## config.mk

```make
export PLATFORM = sky130hd
export DESIGN_NAME = tick_rst_gen_flat
export DESIGN_NICKNAME = d
export VERILOG_FILES = /design/src/rtl/tick_rst_gen_if.sv /design/src/rtl/tick_rst_gen.sv /design/src/flat_wrapper.sv
export SDC_FILE = /design/constraint.sdc
export NUM_CORES = 1
export LEC_CHECK = 0
export ABC_AREA = 1
export BUFFER_PORTS_ARGS = -buffer_cell sky130_fd_sc_hd__buf_2
export CAP_MARGIN = 25
export CELL_PAD_IN_SITES_DETAIL_PLACEMENT = 1
export CELL_PAD_IN_SITES_GLOBAL_PLACEMENT = 2
export CORE_AREA = 2 2 148 150
export CTS_CLUSTER_DIAMETER = 150
export DETAILED_ROUTE_END_ITERATION = 8
export DIE_AREA = 0 0 150 152
export HOLD_SLACK_MARGIN = 0.06
export PLACE_DENSITY_LB_ADDON = 0.2
export SYNTH_ARGS = -nofsm -noshare
export SYNTH_HDL_FRONTEND = slang
export SYNTH_SLANG_ARGS = --single-unit
export TNS_END_PERCENT = 30
```

## constraint.sdc

```tcl
create_clock -name clk -period 2.78 [get_ports clk]
set_clock_uncertainty 0.2 [all_clocks]
set_input_delay 0 -clock clk [delete_from_list [all_inputs] [get_ports clk]]
set_output_delay 0 -clock clk [all_outputs]
set_load 0.005 [all_outputs]
```

## src/rtl/tick_rst_gen_if.sv

```systemverilog
// Control/status bundle for tick_rst_gen: count enable and divisors in,
// per-channel ticks, phases, resets and the global ready flag out.
interface tick_rst_gen_if #(
  parameter int unsigned NUM_CH = 4,
  parameter int unsigned DIV_W  = 8
);
  logic                    en;
  logic [NUM_CH*DIV_W-1:0] div;
  logic [NUM_CH-1:0]       tick;
  logic [NUM_CH-1:0]       phase;
  logic [NUM_CH-1:0]       rst_out;
  logic                    ready;

  modport master (
    output en, div,
    input  tick, phase, rst_out, ready
  );

  modport slave (
    input  en, div,
    output tick, phase, rst_out, ready
  );
endinterface

```

## src/rtl/tick_rst_gen.sv

```systemverilog
// Single-clock tick/phase generator with a staggered per-channel reset release.
// Optional TICK_GEN_SOFT_RST_EN adds a soft_rst input that replays the sequence.
module tick_rst_gen #(
  parameter int unsigned NUM_CH     = 4,
  parameter int unsigned DIV_W      = 8,
  parameter int unsigned RST_HOLD   = 16,
  parameter int unsigned CH_STAGGER = 4
) (
  input  logic clk,
  input  logic rst,
`ifdef TICK_GEN_SOFT_RST_EN
  input  logic soft_rst,
`endif
  tick_rst_gen_if.slave bus
);

  localparam int unsigned LastThr = RST_HOLD + (NUM_CH - 1) * CH_STAGGER;
  localparam int unsigned CntW    = $clog2(LastThr + 1);

  typedef enum logic [1:0] {StHold, StStagger, StRun} state_e;

  state_e            state_q;
  logic [CntW-1:0]   seq_q;
  logic [NUM_CH-1:0] rst_out_q;
  logic [NUM_CH-1:0] tick_q;
  logic [NUM_CH-1:0] phase_q;
  logic              ready_q;
  logic [DIV_W-1:0]  dcnt_q  [NUM_CH];
  logic [DIV_W-1:0]  shd_q   [NUM_CH];
  logic [DIV_W-1:0]  div_eff [NUM_CH];
  logic [NUM_CH-1:0] rel;
  logic              restart;

`ifdef TICK_GEN_SOFT_RST_EN
  assign restart = rst | soft_rst;
`else
  assign restart = rst;
`endif

  // rel[i] marks the edge at which channel i leaves reset.
  always_comb begin
    for (int i = 0; i < int'(NUM_CH); i++) begin
      div_eff[i] = bus.div[i*DIV_W +: DIV_W];
      if (div_eff[i] == '0) div_eff[i] = DIV_W'(1);
      rel[i] = rst_out_q[i] && (seq_q >= CntW'(RST_HOLD + i * CH_STAGGER));
    end
  end

  always_ff @(posedge clk) begin
    if (restart) begin
      state_q   <= StHold;
      seq_q     <= '0;
      rst_out_q <= '1;
      ready_q   <= 1'b0;
      tick_q    <= '0;
      phase_q   <= '0;
      for (int i = 0; i < int'(NUM_CH); i++) begin
        dcnt_q[i] <= '0;
        // Soft restart keeps the shadows; they are re-latched at release anyway.
        if (rst) shd_q[i] <= DIV_W'(1);
      end
    end else begin
      unique case (state_q)
        StHold: begin
          seq_q <= seq_q + CntW'(1);
          if (seq_q == CntW'(RST_HOLD - 1)) state_q <= StStagger;
        end
        StStagger: begin
          if (seq_q == CntW'(LastThr)) state_q <= StRun;
          else                         seq_q   <= seq_q + CntW'(1);
        end
        StRun:   seq_q   <= seq_q;
        default: state_q <= StHold;
      endcase
      ready_q <= (state_q == StRun);

      for (int i = 0; i < int'(NUM_CH); i++) begin
        rst_out_q[i] <= rst_out_q[i] & ~rel[i];
        if (rst_out_q[i]) begin
          dcnt_q[i] <= '0;
          tick_q[i] <= 1'b0;
          if (rel[i]) shd_q[i] <= div_eff[i];
        end else if (!bus.en) begin
          tick_q[i] <= 1'b0;
        end else if (dcnt_q[i] == shd_q[i] - DIV_W'(1)) begin
          dcnt_q[i]  <= '0;
          tick_q[i]  <= 1'b1;
          phase_q[i] <= ~phase_q[i];
          shd_q[i]   <= div_eff[i];
        end else begin
          dcnt_q[i] <= dcnt_q[i] + DIV_W'(1);
          tick_q[i] <= 1'b0;
        end
      end
    end
  end

  assign bus.tick    = tick_q;
  assign bus.phase   = phase_q;
  assign bus.rst_out = rst_out_q;
  assign bus.ready   = ready_q;

endmodule

```

## src/flat_wrapper.sv

```systemverilog
// flat-port wrapper written by rule: the top's interface ports become plain ports
module tick_rst_gen_flat 
#(
  parameter int unsigned NUM_CH     = 4,
  parameter int unsigned DIV_W      = 8,
  parameter int unsigned RST_HOLD   = 16,
  parameter int unsigned CH_STAGGER = 4
)
  (clk, rst, bus_en, bus_div, bus_tick, bus_phase, bus_rst_out, bus_ready);
  tick_rst_gen_if #(.NUM_CH(NUM_CH), .DIV_W(DIV_W)) bus_i ();
  input  logic clk;
  input  logic rst;
  input wire logic [$bits(bus_i.en)-1:0] bus_en;
  input wire logic [$bits(bus_i.div)-1:0] bus_div;
  output wire logic [$bits(bus_i.tick)-1:0] bus_tick;
  output wire logic [$bits(bus_i.phase)-1:0] bus_phase;
  output wire logic [$bits(bus_i.rst_out)-1:0] bus_rst_out;
  output wire logic [$bits(bus_i.ready)-1:0] bus_ready;
  assign bus_i.en = bus_en;
  assign bus_i.div = bus_div;
  assign bus_tick = bus_i.tick;
  assign bus_phase = bus_i.phase;
  assign bus_rst_out = bus_i.rst_out;
  assign bus_ready = bus_i.ready;
  tick_rst_gen #(.NUM_CH(NUM_CH), .DIV_W(DIV_W), .RST_HOLD(RST_HOLD), .CH_STAGGER(CH_STAGGER)) u_core (.clk(clk), .rst(rst), .bus(bus_i));
endmodule
```

==> results.toml, run 1 <==
[run_status]
status = "finished clean"

[cells_and_area]
syn2layout_area_growth_pct = 26.5
stdcell_area_sq_mm = 0.00659
utilization_pct = 30.9
n_antenna_cell = 0
fillers = 2587
layout-drive-gt1-share_pct = 18.0
fin_nets = 803

[synthesis]
ys_async_sr_fraction_pct = 0
ys_seq_area_share_pct = 44.6
synth_edf_count = 64
synth.area.top_cells = "edfxtp_1 37%, nand2_1 10%, inv_1 8.5%"
syn_nets = 703
ys_ff_latch = 84
synth_common_cells = "139 x nand2_1, 118 x inv_1, 86 x nor2_1, 64 x edfxtp_1, 54 x nand3_1"
synth-main-ff-cell = "edfxtp_1"
netlist_area_sq_mm = 0.00521
synth_cell_types = 39
synth_top_area_share_pct = 36.9
synthCells = 657
yosys_warnings = 0
avgSynthCellArea_sq_um = 7.93
yosysTopAreaCell = "edfxtp_1"
yosysMostFrequentCell = "nand2_1"

[detailed_routing]
vias_per_cell = 4.26
drtIter0Drc = 123
ant_nets = 0
drc_errors = 0
drt_pre_antenna_iters = 4
wl_um = 13300
num_vias = 4438
wl_per_cell_um = 12.8

[power]
power_density_mw_per_mm2 = 439
vdd_drop_max_mv = 0.262
power.leakage_nw = 2.86
power_mw = 2.89

[global_route]
grt_max_degree = 19
grt-ovfl-total = 0
grt_pass1_vias = 4695
grt_pass1_wl_um = 22600
grt_antenna_before_repair = 0
track_usage_pct = 12.4

[clock_tree]
cts-root-buf = "clkbuf_16"
h-tree-depth = 3
cts.clk_slew.worst_paths_ps = 60
worstSkewPairLatency_ps = 350
cts_inserted_buffers = 9
clock-sinks = 84
cts_tree = "done"
clockBufferDepth = 2

[placement]
finalWeightedCongestion = 0.752
postPlaceCellArea_sq_mm = 0.00579
hpwlAfterDp_um = 10300
place_ws_ps = 82.8
io_buffers = 47

[floorplan]
die-area_sq_mm = 0.0228
initial_core_util_pct = 24.4
core-area_sq_mm = 0.0214
fp.dieW_um = 150
io_pins = 48
rows = 54
dieHeight_um = 152

[sta]
period_needed_ps = 2620
max_freq_ghz = 0.381
rsz0062_at_grt = "true"
setup_slack_ps = 157
fin_hold_ws_ps = 280
worst_pin_slew_ps = 644
drv_slew = 0
fin_crit_sh_pct = 94.3
hold_violations = 0
slew_headroom_pct = 57.0
setup_viol = 0

[critical_path]
r2r_start = "u_core.shd_q[1][0]"
crit_start = "u_core.shd_q[1][0]"
arrival_ps = 2520
critPathLaunchType = "flop"
critPathRequiredTime_ps = 2680
worstSetupPathType = "flop to flop"
worst_setup_path_end_kind = "flop"
cp_max_fo = 3

[worst_hold_path]
holdCritPathClass = "input pin to flop"
hold_start = "bus_div[0]"

[job]
drv_cap = 0
[logic make-up (layout without fill, tap and decap cells)]
| group | count (synthesis) | count (layout) | share of synthesized area, % |
|---|---|---|---|
| flops | 84 | 84 | 44.6 |
| xor+xnor | 32 | 32 | 5.38 |
| simple gates | 375 | 375 | 35.1 |
| compound gates | 28 | 28 | 3.00 |
| buf+inv | 127 | 232 | 9.34 |
| fa+ha+maj | 11 | 11 | 2.64 |
[sequential cells by signal (all words and copies together) (netlist names)]
register,count
u_core.dcnt_q,32
u_core.shd_q,32
u_core.seq_q,5
u_core.bus.phase,4
u_core.bus.rst_out,4
u_core.bus.tick,4
u_core.state_q,2
u_core.bus.ready,1
[placed cells by master, fill, tap and decap left out, types with 2 or more instances in the layout]
cell	Yosys	routed
nand4_1	8	8
xor2_1	20	20
xnor2_1	12	12
nand3_2	8	9
nand2_4	2	4
ha_1	11	9
bufinv_16	0	2
nand2_2	9	7
nand3_4	2	3
clkbuf_16	0	9
clkbuf_1	1	3
nand3b_1	6	6
inv_1	118	117
nor3_1	9	9
nor2_4	2	3
buf_2	1	47
a21oi_1	8	8
nor3b_2	2	2
buf_4	0	3
nor2_2	30	33
edfxtp_1	64	64
nor4_1	7	7
a31oi_1	2	2
dfxtp_1	20	20
nor2_1	86	82
inv_2	5	6
dlygate4sd3_1	0	43
o21ai_0	13	13
nand3_1	54	52
nor3b_1	5	5
nand2_1	139	139
o211ai_1	2	2
[timing repair]
item	CTS	global route
endpoints found under the hold margin	47	0
hold buffers	43	0
resized for setup	0	14
buffers inserted	0	1
setup endpoints to repair	0	16
[through the flow]
stage	std cells	setup TNS, ps
final	1042	0
after global routing	1042	-30.8
after CTS	1041	0
after detailed placement	982	0
after global placement	982	0
after floorplan	657	0
[layout make-up]
type,instances,area [sq um],area share [%]
inverters,123,462,7.00
multi-input cells,446,2460,37.3
clock inverters,4,73.8,1.12
clock buffers,12,236,3.59
well taps,280,350,5.31
repair buffers,93,688,10.4
flip-flops and latches,84,2320,35.2
[layer usage]
| metal | global-route usage [%] | share of wire (%) |
|---|---|---|
| met1 | 15.6 | 47 |
| met2 | 21.4 | 49 |
| met3 | 1.92 | 1.8 |
| met4 | 4.31 | 1.7 |
| met5 | 0 | 0 |
[where the power goes]
group / internal, mW / switching, mW
clock network: 0.791 / 0.530
registers: 1.36 / 0.0172
logic: 0.0891 / 0.108
[critical path, stage by stage, from the launching register on]
cell           delay (ps)
edfxtp_1              410
inv_1                 120
ha_2                  290
xnor2_1               120
nor2_1                120
nand3_1               100
nor2_2                130
nand4_1               130
nand2_2               120
nand4_1                80
dlygate4sd3_1         550
[final timing paths]
check / slack [ps] / cells after the start / endpoint
worst max-delay path: 160 / 10 / u_core.shd_q[1][0]
worst min-delay path: 280 / 3 / u_core.shd_q[0][0]
worst max register to register: 160 / 10 / u_core.shd_q[1][0]
worst min register to register: 290 / 2 / u_core.bus.phase[2]
No activity file was read; power rests on OpenSTA's default activity.
==> inputs of run 2 (changes only) <==
--- a/config.mk
+++ b/config.mk
@@ -8,8 +8,8 @@
 export ABC_AREA = 1
 export BUFFER_PORTS_ARGS = -buffer_cell sky130_fd_sc_hd__buf_2
 export CAP_MARGIN = 25
-export CELL_PAD_IN_SITES_DETAIL_PLACEMENT = 1
-export CELL_PAD_IN_SITES_GLOBAL_PLACEMENT = 2
+export CELL_PAD_IN_SITES_DETAIL_PLACEMENT = 0
+export CELL_PAD_IN_SITES_GLOBAL_PLACEMENT = 1
 export CORE_AREA = 2 2 148 150
 export CTS_CLUSTER_DIAMETER = 150
 export DETAILED_ROUTE_END_ITERATION = 8
==> results.toml, run 2 (synthesis gave the netlist of run 1 again) <==
[clock_tree]
cts_tree = "done"
cts.clk_slew.worst_paths_ps = 60
worstSkewPairLatency_ps = 340
clockBufferDepth = 2
cts_inserted_buffers = 9
clock-sinks = 84
h-tree-depth = 3
cts-root-buf = "clkbuf_16"

[cells_and_area]
final_common_cell = "nand2_1"
syn2layout_area_growth_pct = 25.4
top_regs = "u_core.dcnt_q x32, u_core.shd_q x32, u_core.seq_q x5"
layout-drive-gt1-share_pct = 17.6
utilization_pct = 30.6
finalNonFillerCells = 1041
fin_nets = 803
layout_common_cells = "139 x nand2_1, 117 x inv_1, 82 x nor2_1"
n_antenna_cell = 0

[power]
power.share.clock_pct = 42.6
power_density_mw_per_mm2 = 418
swShare_pct = 22.0
vdd_drop_max_mv = 0.250
pwr-share-comb_pct = 7.1
power.leakage_nw = 2.84
p_sw_mw = 0.600
intPower_mw = 2.13
seqPwrFrac_pct = 50.3

[global_route]
grt.met3_usage_pct = 1.95
grt_max_degree = 14
grt_antenna_before_repair = 0
grt_pass1_wl_um = 19900
grt-ovfl-total = 0
grt_util_met1_pct = 13.8
groute.layer.met2.usage_pct = 18.2
top_usage_layer = "met2"
track_usage_pct = 11.0
grt_pass1_vias = 4295

[critical_path]
worstSetupPathType = "flop to flop"
arrival_ps = 2490
cp_max_fo = 3
critPathLaunchType = "flop"
timing.rr.end = "u_core.shd_q[1][0]"
worst_r2r_path_depth = 10
critPathRequiredTime_ps = 2670
r2r_setup_slack_ps = 170
worst_setup_path_end_kind = "flop"
r2r_start = "u_core.shd_q[1][0]"

[sta]
drv_slew = 0
max_freq_ghz = 0.383
rsz0062_at_grt = "true"
setup_tns_ps = 0
setup_viol = 0
slew_headroom_pct = 58.4
fin_crit_sh_pct = 93.8
period_needed_ps = 2610
hold_violations = 0
setup_slack_ps = 172
worst_pin_slew_ps = 618

[placement]
dp_cells = 981
place_ws_ps = 230
hpwlAfterDp_um = 9000
finalWeightedCongestion = 0.787
io_buffers = 47

[worst_hold_path]
holdPathEnd = "u_core.seq_q[2]"
hold_start = "u_core.seq_q[2]"
holdPathStages = 1
holdCritPathClass = "flop to flop"

[detailed_routing]
ant_nets = 0
num_vias = 4324
drtIter0Drc = 209
vias_per_cell = 4.15
wl_per_cell_um = 11.4
drt_pre_antenna_iters = 4
wl_um = 11900
drc_errors = 0

[floorplan]
io_pins = 48
die-area_sq_mm = 0.0228
dieHeight_um = 152
fp.dieW_um = 150
initial_core_util_pct = 24.4
core-area_sq_mm = 0.0214
rows = 54

[run_status]
status = "finished clean"

[job]
drv_cap = 0
## run 2: worst max-delay path by stage
stage / endpoint / slack (ps) / start / cells past startpoint
2_1_floorplan: u_core.shd_q[1][0] / 630 / u_core.shd_q[1][0] / 10
3_3_place_gp: u_core.shd_q[0][6] / 180 / u_core.shd_q[0][0] / 10
3_5_place_dp: u_core.shd_q[0][6] / 230 / u_core.shd_q[0][0] / 10
4_1_cts: u_core.shd_q[2][0] / 90 / u_core.shd_q[2][0] / 13
5_1_grt: u_core.shd_q[2][7] / 4 / u_core.shd_q[2][0] / 14
6_report: u_core.shd_q[1][0] / 170 / u_core.shd_q[1][0] / 10
## run 2: power groups by stage
stage	Sequential, mW	Combinational [mW]	Clock (mW)
global placement	1.40	0.151	0
finish	1.37	0.194	1.16
global route	1.38	0.218	1.25
detailed placement	1.40	0.153	0
floorplan	1.40	0.100	0
CTS	1.37	0.191	1.21
## run 2: critical path, stage by stage (launching register included)
cell	delay, ps
edfxtp_1	420
inv_2	100
ha_2	270
xnor2_1	120
nor2_1	120
nand3_1	100
nor2_2	130
nand4_1	130
nand2_2	120
nand4_1	80
dlygate4sd3_1	570
## run 2: area by class of cell
| type | instances | area, sq um |
|---|---|---|
| Sequential cell | 84 | 2320 |
| Clock inverter | 4 | 41.3 |
| Inverter | 123 | 462 |
| Tap cell | 280 | 350 |
| Clock buffer | 11 | 233 |
| Timing Repair Buffer | 93 | 688 |
| Multi-Input combinational cell | 446 | 2440 |
| Fill cell | 2312 | 14800 |
## run 2: metrics by stage
| stage | power [mW] | instance area [sq um] | hold slack, ps |
|---|---|---|---|
| 2_1_floorplan | 1.50 | 5210 | -17.5 |
| 3_3_place_gp | 1.55 | 5780 | 105 |
| 3_5_place_dp | 1.55 | 5780 | 116 |
| 4_1_cts | 2.77 | 6480 | 281 |
| 5_1_grt | 2.85 | 6540 | 299 |
| 6_report | 2.73 | 6540 | 279 |
## run 2: repair_timing
item / 4_1_cts / 5_1_grt
setup buffers: 0 / 2
endpoints found under the setup margin: 0 / 16
hold buffers: 43 / 0
gates resized for setup: 0 / 11
endpoints found under the hold margin: 40 / 0
## run 2: metal layers
| layer | part of all wire (%) | wire length, um |
|---|---|---|
| met2 | 48 | 5720 |
| met1 | 48 | 5700 |
| met3 | 2.0 | 237 |
| met4 | 2.2 | 259 |
| met5 | 0 | 0 |
